<file path="config.mk">
export PLATFORM = sky130hd
export DESIGN_NAME = program_loader
export DESIGN_NICKNAME = d
export VERILOG_FILES = /design/src/rtl/program_pkg.sv /design/src/rtl/program_loader_byte_assembler.sv /design/src/rtl/program_loader.sv
export SDC_FILE = /design/constraint.sdc
export NUM_CORES = 1
export LEC_CHECK = 0
export ABC_CLOCK_PERIOD_IN_PS = 2100
export CAP_MARGIN = 10
export CORE_MARGIN = 10
export CORE_UTILIZATION = 44
export DETAILED_ROUTE_END_ITERATION = 10
export GPL_TIMING_DRIVEN = 0
export PLACE_DENSITY = 0.67
export REMOVE_ABC_BUFFERS = 1
export SETUP_SLACK_MARGIN = 0.3
export SYNTH_ARGS = -nofsm -noshare
export SYNTH_HDL_FRONTEND = slang
export SYNTH_SLANG_ARGS = --single-unit
</file>
<file path="constraint.sdc">
create_clock -name clk -period 2.1 [get_ports clk]
set_input_delay 0.42 -clock clk [delete_from_list [all_inputs] [get_ports clk]]
set_output_delay 0.42 -clock clk [all_outputs]
set_load 0.05 [all_outputs]
</file>
<file path="src/rtl/program_pkg.sv">
`default_nettype none
// ============================================================================
//  Module   : program_pkg
//  Purpose  : Shared definitions for the program loader and the program
//             ROM/memory side: loader state encoding, ROM word width and the
//             opcode/operand field positions inside a ROM word.
//  Revision : 1.0 - initial release
// ============================================================================
package program_pkg;

    // Loader state encoding; ST_CHK is only reachable in checksum builds
    typedef enum logic [2:0] {
        ST_IDLE = 3'd0,
        ST_HDR  = 3'd1,
        ST_DATA = 3'd2,
        ST_CHK  = 3'd3,
        ST_DONE = 3'd4,
        ST_ERR  = 3'd5
    } loader_state_e;

    // ROM word layout: opcode in the upper half, operand in the lower half
    localparam int c_ROM_WORD_W   = 32;
    localparam int c_FIELD_W      = 16;
    localparam int c_OPCODE_MSB   = 31;
    localparam int c_OPCODE_LSB   = 16;
    localparam int c_OPERAND_MSB  = 15;
    localparam int c_OPERAND_LSB  = 0;

    // Build a ROM word from its opcode and operand fields
    function automatic logic [c_ROM_WORD_W-1:0] pack_word(
        input logic [c_FIELD_W-1:0] opcode,
        input logic [c_FIELD_W-1:0] operand
    );
        logic [c_ROM_WORD_W-1:0] w;
        w = '0;
        w[c_OPCODE_MSB:c_OPCODE_LSB]   = opcode;
        w[c_OPERAND_MSB:c_OPERAND_LSB] = operand;
        return w;
    endfunction

endpackage : program_pkg
`default_nettype wire

</file>
<file path="src/rtl/program_loader_byte_assembler.sv">
`default_nettype none
// ============================================================================
//  Module   : byte_assembler
//  Purpose  : Collects accepted stream bytes into big-endian 32-bit words.
//             The first three bytes of a word are held in a shift register;
//             the fourth is taken straight from the input so the full word
//             is available in the same cycle the last byte is accepted.
//  Revision : 1.0 - initial release
// ============================================================================
module byte_assembler
    import program_pkg::*;
(
    input  logic                    clk,
    input  logic                    rst,
    input  logic                    i_clr,
    input  logic                    i_accept,
    input  logic [7:0]              i_byte,
    output logic                    o_word_done,
    output logic [c_ROM_WORD_W-1:0] o_word
);

    logic [23:0] shift_q, shift_d;
    logic [1:0]  cnt_q,   cnt_d;

    // Shift in accepted bytes; the counter wraps to 0 after the 4th byte
    always_comb begin
        shift_d = shift_q;
        cnt_d   = cnt_q;
        if (i_clr) begin
            shift_d = '0;
            cnt_d   = '0;
        end else if (i_accept) begin
            shift_d = {shift_q[15:0], i_byte};
            cnt_d   = cnt_q + 2'd1;
        end
    end

    // Byte position and partial-word registers
    always_ff @(posedge clk) begin
        if (rst) begin
            shift_q <= '0;
            cnt_q   <= '0;
        end else begin
            shift_q <= shift_d;
            cnt_q   <= cnt_d;
        end
    end

    assign o_word_done = i_accept && !i_clr && (cnt_q == 2'd3);
    assign o_word      = pack_word(shift_q[23:8], {shift_q[7:0], i_byte});

endmodule : byte_assembler
`default_nettype wire

</file>
<file path="src/rtl/program_loader.sv">
`default_nettype none
// ============================================================================
//  Module   : program_loader
//  Purpose  : Loads a byte stream (header word count N, then N big-endian
//             32-bit words) into program memory, one write pulse per word.
//  Options  : LOADER_CHECKSUM_EN - adds an 8-bit XOR checksum byte after the
//             data; mismatch ends the load in error (written words remain).
//  Revision : 1.0 - initial release
// ============================================================================
module program_loader
    import program_pkg::*;
#(
    parameter int DATA_WIDTH = 16,
    parameter int DEPTH      = 16
) (
    input  logic                    clk,
    input  logic                    rst,
    input  logic                    start,
    input  logic [7:0]              in_byte,
    input  logic                    in_valid,
    output logic                    in_ready,
    output logic                    mem_we,
    output logic [DATA_WIDTH-1:0]   mem_addr,
    output logic [2*DATA_WIDTH-1:0] mem_wdata,
    output logic                    busy,
    output logic                    done,
    output logic                    error
);

    loader_state_e             state_q, state_d;
    logic [DATA_WIDTH-1:0]     addr_q,  addr_d;
    logic [2*DATA_WIDTH-1:0]   wdata_q, wdata_d;
    logic                      we_q,    we_d;
    logic [DATA_WIDTH-1:0]     idx_q,   idx_d;
    logic [7:0]                n_q,     n_d;
`ifdef LOADER_CHECKSUM_EN
    logic [7:0]                csum_q,  csum_d;
`endif

    logic                      w_accept;
    logic                      w_start_load;
    logic                      w_word_done;
    logic [c_ROM_WORD_W-1:0]   w_word;
    logic                      w_last_word;

    assign w_accept    = in_valid && in_ready;
    assign w_last_word = (idx_q == DATA_WIDTH'(n_q - 8'd1));

    byte_assembler u_byte_assembler (
        .clk         (clk),
        .rst         (rst),
        .i_clr       (w_start_load),
        .i_accept    (w_accept && (state_q == ST_DATA)),
        .i_byte      (in_byte),
        .o_word_done (w_word_done),
        .o_word      (w_word)
    );

    // Next-state logic: header check, per-word write pulse, optional checksum
    always_comb begin
        state_d      = state_q;
        addr_d       = addr_q;
        wdata_d      = wdata_q;
        we_d         = 1'b0;
        idx_d        = idx_q;
        n_d          = n_q;
        w_start_load = 1'b0;
`ifdef LOADER_CHECKSUM_EN
        csum_d       = csum_q;
`endif
        case (state_q)
            ST_IDLE, ST_DONE, ST_ERR: begin
                if (start) begin
                    state_d      = ST_HDR;
                    idx_d        = '0;
                    n_d          = '0;
                    w_start_load = 1'b1;
`ifdef LOADER_CHECKSUM_EN
                    csum_d       = '0;
`endif
                end
            end
            ST_HDR: begin
                if (w_accept) begin
                    n_d = in_byte;
`ifdef LOADER_CHECKSUM_EN
                    csum_d = in_byte;
`endif
                    if ((in_byte == 8'd0) || (int'(in_byte) > DEPTH)) begin
                        state_d = ST_ERR;
                    end else begin
                        state_d = ST_DATA;
                    end
                end
            end
            ST_DATA: begin
                if (w_accept) begin
`ifdef LOADER_CHECKSUM_EN
                    csum_d = csum_q ^ in_byte;
`endif
                    if (w_word_done) begin
                        we_d    = 1'b1;
                        addr_d  = idx_q;
                        wdata_d = (2*DATA_WIDTH)'(w_word);
                        idx_d   = idx_q + DATA_WIDTH'(1);
                        if (w_last_word) begin
`ifdef LOADER_CHECKSUM_EN
                            state_d = ST_CHK;
`else
                            state_d = ST_DONE;
`endif
                        end
                    end
                end
            end
`ifdef LOADER_CHECKSUM_EN
            ST_CHK: begin
                if (w_accept) begin
                    state_d = (in_byte == csum_q) ? ST_DONE : ST_ERR;
                end
            end
`endif
            default: state_d = ST_IDLE;
        endcase
    end

    // State and datapath registers; reset also drops a pending write
    always_ff @(posedge clk) begin
        if (rst) begin
            state_q <= ST_IDLE;
            addr_q  <= '0;
            wdata_q <= '0;
            we_q    <= 1'b0;
            idx_q   <= '0;
            n_q     <= '0;
`ifdef LOADER_CHECKSUM_EN
            csum_q  <= '0;
`endif
        end else begin
            state_q <= state_d;
            addr_q  <= addr_d;
            wdata_q <= wdata_d;
            we_q    <= we_d;
            idx_q   <= idx_d;
            n_q     <= n_d;
`ifdef LOADER_CHECKSUM_EN
            csum_q  <= csum_d;
`endif
        end
    end

    // Reset masks the write strobe at once so a pulse already registered
    // for the current cycle never reaches memory.
    assign mem_we    = we_q && !rst;
    assign mem_addr  = addr_q;
    assign mem_wdata = wdata_q;
    assign in_ready  = (state_q == ST_HDR) || (state_q == ST_DATA) || (state_q == ST_CHK);
    assign busy      = in_ready;
    assign done      = (state_q == ST_DONE);
    assign error     = (state_q == ST_ERR);

endmodule : program_loader
`default_nettype wire

</file>
# Word level (Yosys, flattened, before mapping)
# Cells that the tools add are included.
# W data, S select, Z words.
[word_totals]
in_bits = 12
out_inout_bits = 53
elab_cells = 64
regBits = 102
[classes]
reduce_logical = 21
n_mux = 17
add_sub_neg = 3
n_eq_ne = 12
n_lt_le_gt_ge = 1
bitwise = 2
[ops]
columns = ["operator", "count"]
rows = [
  ["$mux W16", 3],
  ["$pmux W16 S2", 1],
  ["$mux W3", 6],
  ["$add A16 B1 Y16 const B", 1],
  ["$eq A16 B16 Y1", 1],
  ["$mux W8", 2],
  ["$pmux W8 S2", 1],
  ["$pmux W3 S3", 1],
  ["$sub A8 B1 Y9 const B", 1],
  ["$gt A8 B5 Y1 const B", 1],
  ["$logic_not A8 Y1", 1],
  ["$ne A2 B2 Y1 const B", 4],
  ["$eq A3 B2 Y1 const B", 2],
  ["$eq A3 B3 Y1 const B", 2],
  ["$reduce_and A3 Y1", 2],
  ["$reduce_or A3 Y1", 2],
  ["$logic_and A1 B1 Y1", 5],
  ["$reduce_and A5 Y1", 1],
  ["$reduce_and A4 Y1", 1],
  ["$reduce_bool A2 Y1", 2],
  ["$eq A3 B1 Y1 const B", 1],
  ["$logic_not A3 Y1", 1],
  ["$logic_or A1 B1 Y1", 3],
  ["$mux W1", 3],
  ["6 further kinds", 8],
]

# Logic depth before layout (Yosys ltp)
[depth]
word_depth = 10
mapped_depth = 10

# Modules after synthesis
# Synthesis repeated with hierarchy kept, for this count alone.
[hier_totals]
cells_unflattened = 500
hier_area_um2 = 4255.3
[by_module_without_submodules]
columns = ["mod", "seq_area_each_um2", "n_inst", "area_per_inst_um2", "cells_each"]
rows = [
  ["program_loader", 1521.5, 1, 3211.8, 405],
  ["byte_assembler", 520.5, 1, 1043.5, 95],
]

# Worst setup path before layout
# Ideal clock, no wire load.
[synth_path]
path_type = "reg-to-output"
startpoint = "register state_q[1]"
endpoint = "output port in_ready"
path_buffers = 3
t_required_ns = 1.680
arrival_time_ns = 1.811
path_slack_ns = -0.131
stages_incl_launch_ff = 6
cell_sequence = "dfxtp_1 buf_4 clkbuf_1 nor2_1 nor2_1 buf_4"
[synth_via]
elab_chain_len = 3
[synth_lines]
columns = ["item", "line_no", "text"]
rows = [
  ["from (decl)", "program_loader.sv:30", "loader_state_e state_q, state_d;"],
  ["from (signal assigned)", "program_loader.sv:140", "state_q <= state_d;"],
  ["$eq A3 B1 Y1 / $eq A3 B2 Y1 (equally long branches)", "program_loader.sv:157", "assign in_ready = (state_q == ST_HDR) || (state_q == ST_DATA) || (state_q == ST_CHK);"],
  ["$logic_or A1 B1 Y1", "program_loader.sv:157", ""],
  ["$logic_or A1 B1 Y1 *", "program_loader.sv:157", ""],
  ["to (decl)", "program_loader.sv:21", "output logic in_ready,"],
]
# Mark *: on every way between the ends. The rest lies on a longest branch, timed or not.

# Worst setup path in the final report
[layout_path]
startpoint = "input port in_byte[0]"
endpoint = "register state_q[2]"
[layout_via]
elab_chain_len = 5
[layout_lines]
columns = ["item", "line_no", "text"]
rows = [
  ["from (decl)", "program_loader.sv:19", "input logic [7:0] in_byte,"],
  ["$gt A8 B5 Y1 / $logic_not A8 Y1 (equally long branches)", "program_loader.sv:89", "if ((in_byte == 8'd0) || (int'(in_byte) > DEPTH)) begin"],
  ["$logic_or A1 B1 Y1 *", "program_loader.sv:89", ""],
  ["$mux W3 *", "program_loader.sv:89", ""],
  ["$mux W3 *", "program_loader.sv:84", "if (w_accept) begin"],
  ["$pmux W3 S3 *", "program_loader.sv:71", "case (state_q)"],
]
# Mark *: on every way between the ends. The rest lies on a longest branch, timed or not. The select of a mux whose other input is x is not followed.
# A chain may end at the register's enable or synchronous reset.

==> reports/summary.txt <==
Hold slack: 0.407 ns
Clk_skew: 0.0131 ns
Clock power frac: 23.4%
Final worst-path cycle share: 86.8%
Max Cap Viol: 0
FF-to-FF setup slack: 0.28 ns
Synth cell types: 42
DR iter-0 viols: 271
Switching Fraction: 36.8%
Hold Path Depth: 2
GRT met3 Usage: 4.33%
Comb power frac: 34.2%
Largest net degree at the start of global routing: 39
Worst path required time: 2.36 ns
Lkg Pwr: 2.13 nW
GRT Total Usage: 15.6%
Critical Path Fanout Max: 4
Slew at the pin closest to its max-slew limit: 0.566 ns
VDD IR max: 0.912 mV
Syn. warnings: 0
Busiest layer in global routing: met2
FF+latch area: 2060 µm²
Synth area leaders: dfxtp_1 (49%), nand2_1 (14%), a21oi_1 (9.9%)
Met2 Track Usage GR: 25.0%
EDFF count, synth: 0
PD cells: 944 nW/µm²
Register bit total from synthesis: 102
Cell area after layout: 5410 µm²
CTS HTree Levels: 3
Worst-skew pair later-pin latency: 0.38 ns
Fmax: 549 MHz
Max Root-Sink Buffers: 2
Register area share after synthesis: 49.3%
Number of top-level pins: 65
GRT met1 Usage: 20.0%
Final hold viol count: 0
Setup CP Type: in -> reg
Starting Density: 45.0%
Worst reg2reg startpoint: state_q[0]
Core Box Area: 9200 µm²
Placer Congestion: 0.796
Async set-reset flop share out of synthesis: 0%
Largest area contributor in the netlist: dfxtp_1
Final TNS setup: 0 ns
Post-place instance area: 4870 µm²
Min-delay src: rst
First-pass GRT wire length: 17,300 µm
Synth top area share: 49.3%
Initial antenna violation count: 0
Area of the multi-input gates: 2120 µm²
Die area: 13,700 µm²
Per-cell routed wire length: 15.3 µm
Dominant synthesized flop cell: dfxtp_1
Final Setup Violations: 0
CTS tree: done
Final core utilization: 58.8%
Critical path endpoint category: flip-flop
Mapped Area: 4140 µm²
Fillers: 876
Final slew viol count: 0
Syn avg cell area: 8.02 µm²
Num CTS Buffers: 9
Antenna Nets Post-Route: 0
CTS Sinks: 102
Initial DRT Pass Iterations: 4
Area growth, synth to finish: 30.7%
DR vias/cell: 5.20
Chip Width: 117 µm
Clock root cell: clkbuf_8
Commonest non-fill, non-tap cells in the layout: nand2_1 (155), dfxtp_1 (96), a21oi_1 (82), dlygate4sd2_1 (50), nor2_1 (30)
Max-slew headroom: 62.3%
Share of layout cells above drive strength 1: 15.8%
Most common cell after layout, fill and taps aside: nand2_1
Clock transition at path regs: 0.11 ns
Worst r2r path cells: 6
Row count: 35
Die height: 117 µm
DRT Wirelength: 10,800 µm
Diodes inserted: 0
HP Class: in -> reg
Sequential Power Share: 42.3%
Congestion Overflow GR: 0
Via count: 3,676
Dpl hpwl: 6570 µm
Tmin final: 1.82 ns
Layout Nets: 606
Pwr Total: 5.10 mW
Status: completed
Mapped Cells: 516
Vias in the first global route: 3,672
WHS Endpoint: mem_wdata[29]
P_int: 3.23 mW
RSZ-0062 raised after global routing: yes
Psw: 1.88 mW
DRC viols: 0
Worst reg2reg endpoint: state_q[1]
CP Launch Type: input port
IO buf count: 64
Crit path from: in_byte[0]
Crit path arrival time: 2.08 ns
==> cell families (layout without fill, tap and decap cells) <==
family                   count (synthesis)  after routing  synth area share, %
AND/OR/NAND/NOR                        236            239                 25.1
buffers and inverters                   41            118                 4.60
XOR/XNOR                                29             29                 6.14
AO/OA/AOI/OAI                          105            105                 13.9
flip-flops                             102            102                 49.3
adder cells (fa/ha/maj)                  3              3                0.907
==> worst max-delay path by stage <==
stage,to,slack [ns],depth (start not counted)
floorplan,state_q[2],-1.28,6
global placement,state_q[2],-3.05,7
detailed placement,state_q[2],-1.06,8
CTS,mem_wdata[1],0.29,6
global route,state_q[2],0.14,8
finish,state_q[2],0.28,7
==> per-layer routing <==
metal | wire (µm) | up-vias
li1 | - | 1860
met1 | 4810 | 1701
met2 | 5070 | 102
met3 | 773 | 13
met4 | 191 | 0
met5 | 0 | -
==> Yosys cell counts, types with 2 or more instances <==
master and count:
buf_2 11, clkbuf_1 20, nor4_1 3, o31ai_1 2, o21ai_0 9, and2_1 2
nor3_1 3, nand3_1 15, xnor2_1 14, nor2_1 32, nand2_1 156, xor2_1 15
and3_1 9, a31oi_1 3, dfxtp_1 102, inv_1 5, nand4_1 3, buf_4 2
ha_1 3, buf_6 2, a21oi_1 82, nor2b_1 3
==> state kept, by name (all words and copies together), names as in the netlist <==
signal                    flops
mem_wdata                    32
u_byte_assembler.shift_q     24
state_q                       3
we_q                          1
idx_q                        16
u_byte_assembler.cnt_q        2
mem_addr                     16
n_q                           8
==> cell type report <==
| class | instances | area share, % |
|---|---|---|
| well taps | 111 | 2.57 |
| clock inverters | 7 | 1.23 |
| inverters | 6 | 0.416 |
| flip-flops and latches | 102 | 38.0 |
| repair buffers | 96 | 16.3 |
| clock buffers | 9 | 2.29 |
| multi-input cells | 376 | 39.2 |
==> per-stage QoR <==
stage	worst slack (ns)	instances
after floorplan	-1.28	481
after global placement	-3.05	656
after detailed placement	-1.06	661
after CTS	0.286	694
after global routing	0.140	707
final	0.277	707
==> critical path: stages <==
cell	delay, ns
clkdlybuf4s50_1	0.53
nor4_2	0.37
xnor2_1	0.21
nand2_1	0.08
and3_1	0.20
o21ai_0	0.19
a221oi_2	0.08
==> power groups by stage <==
stage | Sequential, mW | Clock [mW] | Combinational [mW]
finish | 2.16 | 1.20 | 1.75
global route | 2.17 | 1.30 | 1.88
CTS | 2.14 | 1.22 | 1.48
detailed placement | 2.21 | 0 | 1.15
global placement | 2.20 | 0 | 1.07
floorplan | 2.16 | 0 | 0.806
==> what timing repair did <==
action	in CTS	in global routing
gates resized for setup	99	19
pin swaps	10	15
setup endpoints to repair	154	37
gates cloned	4	0
hold endpoints to repair	0	0
hold buffers	0	0
buffers inserted	13	13
No activity file was read; power rests on OpenSTA's default activity.
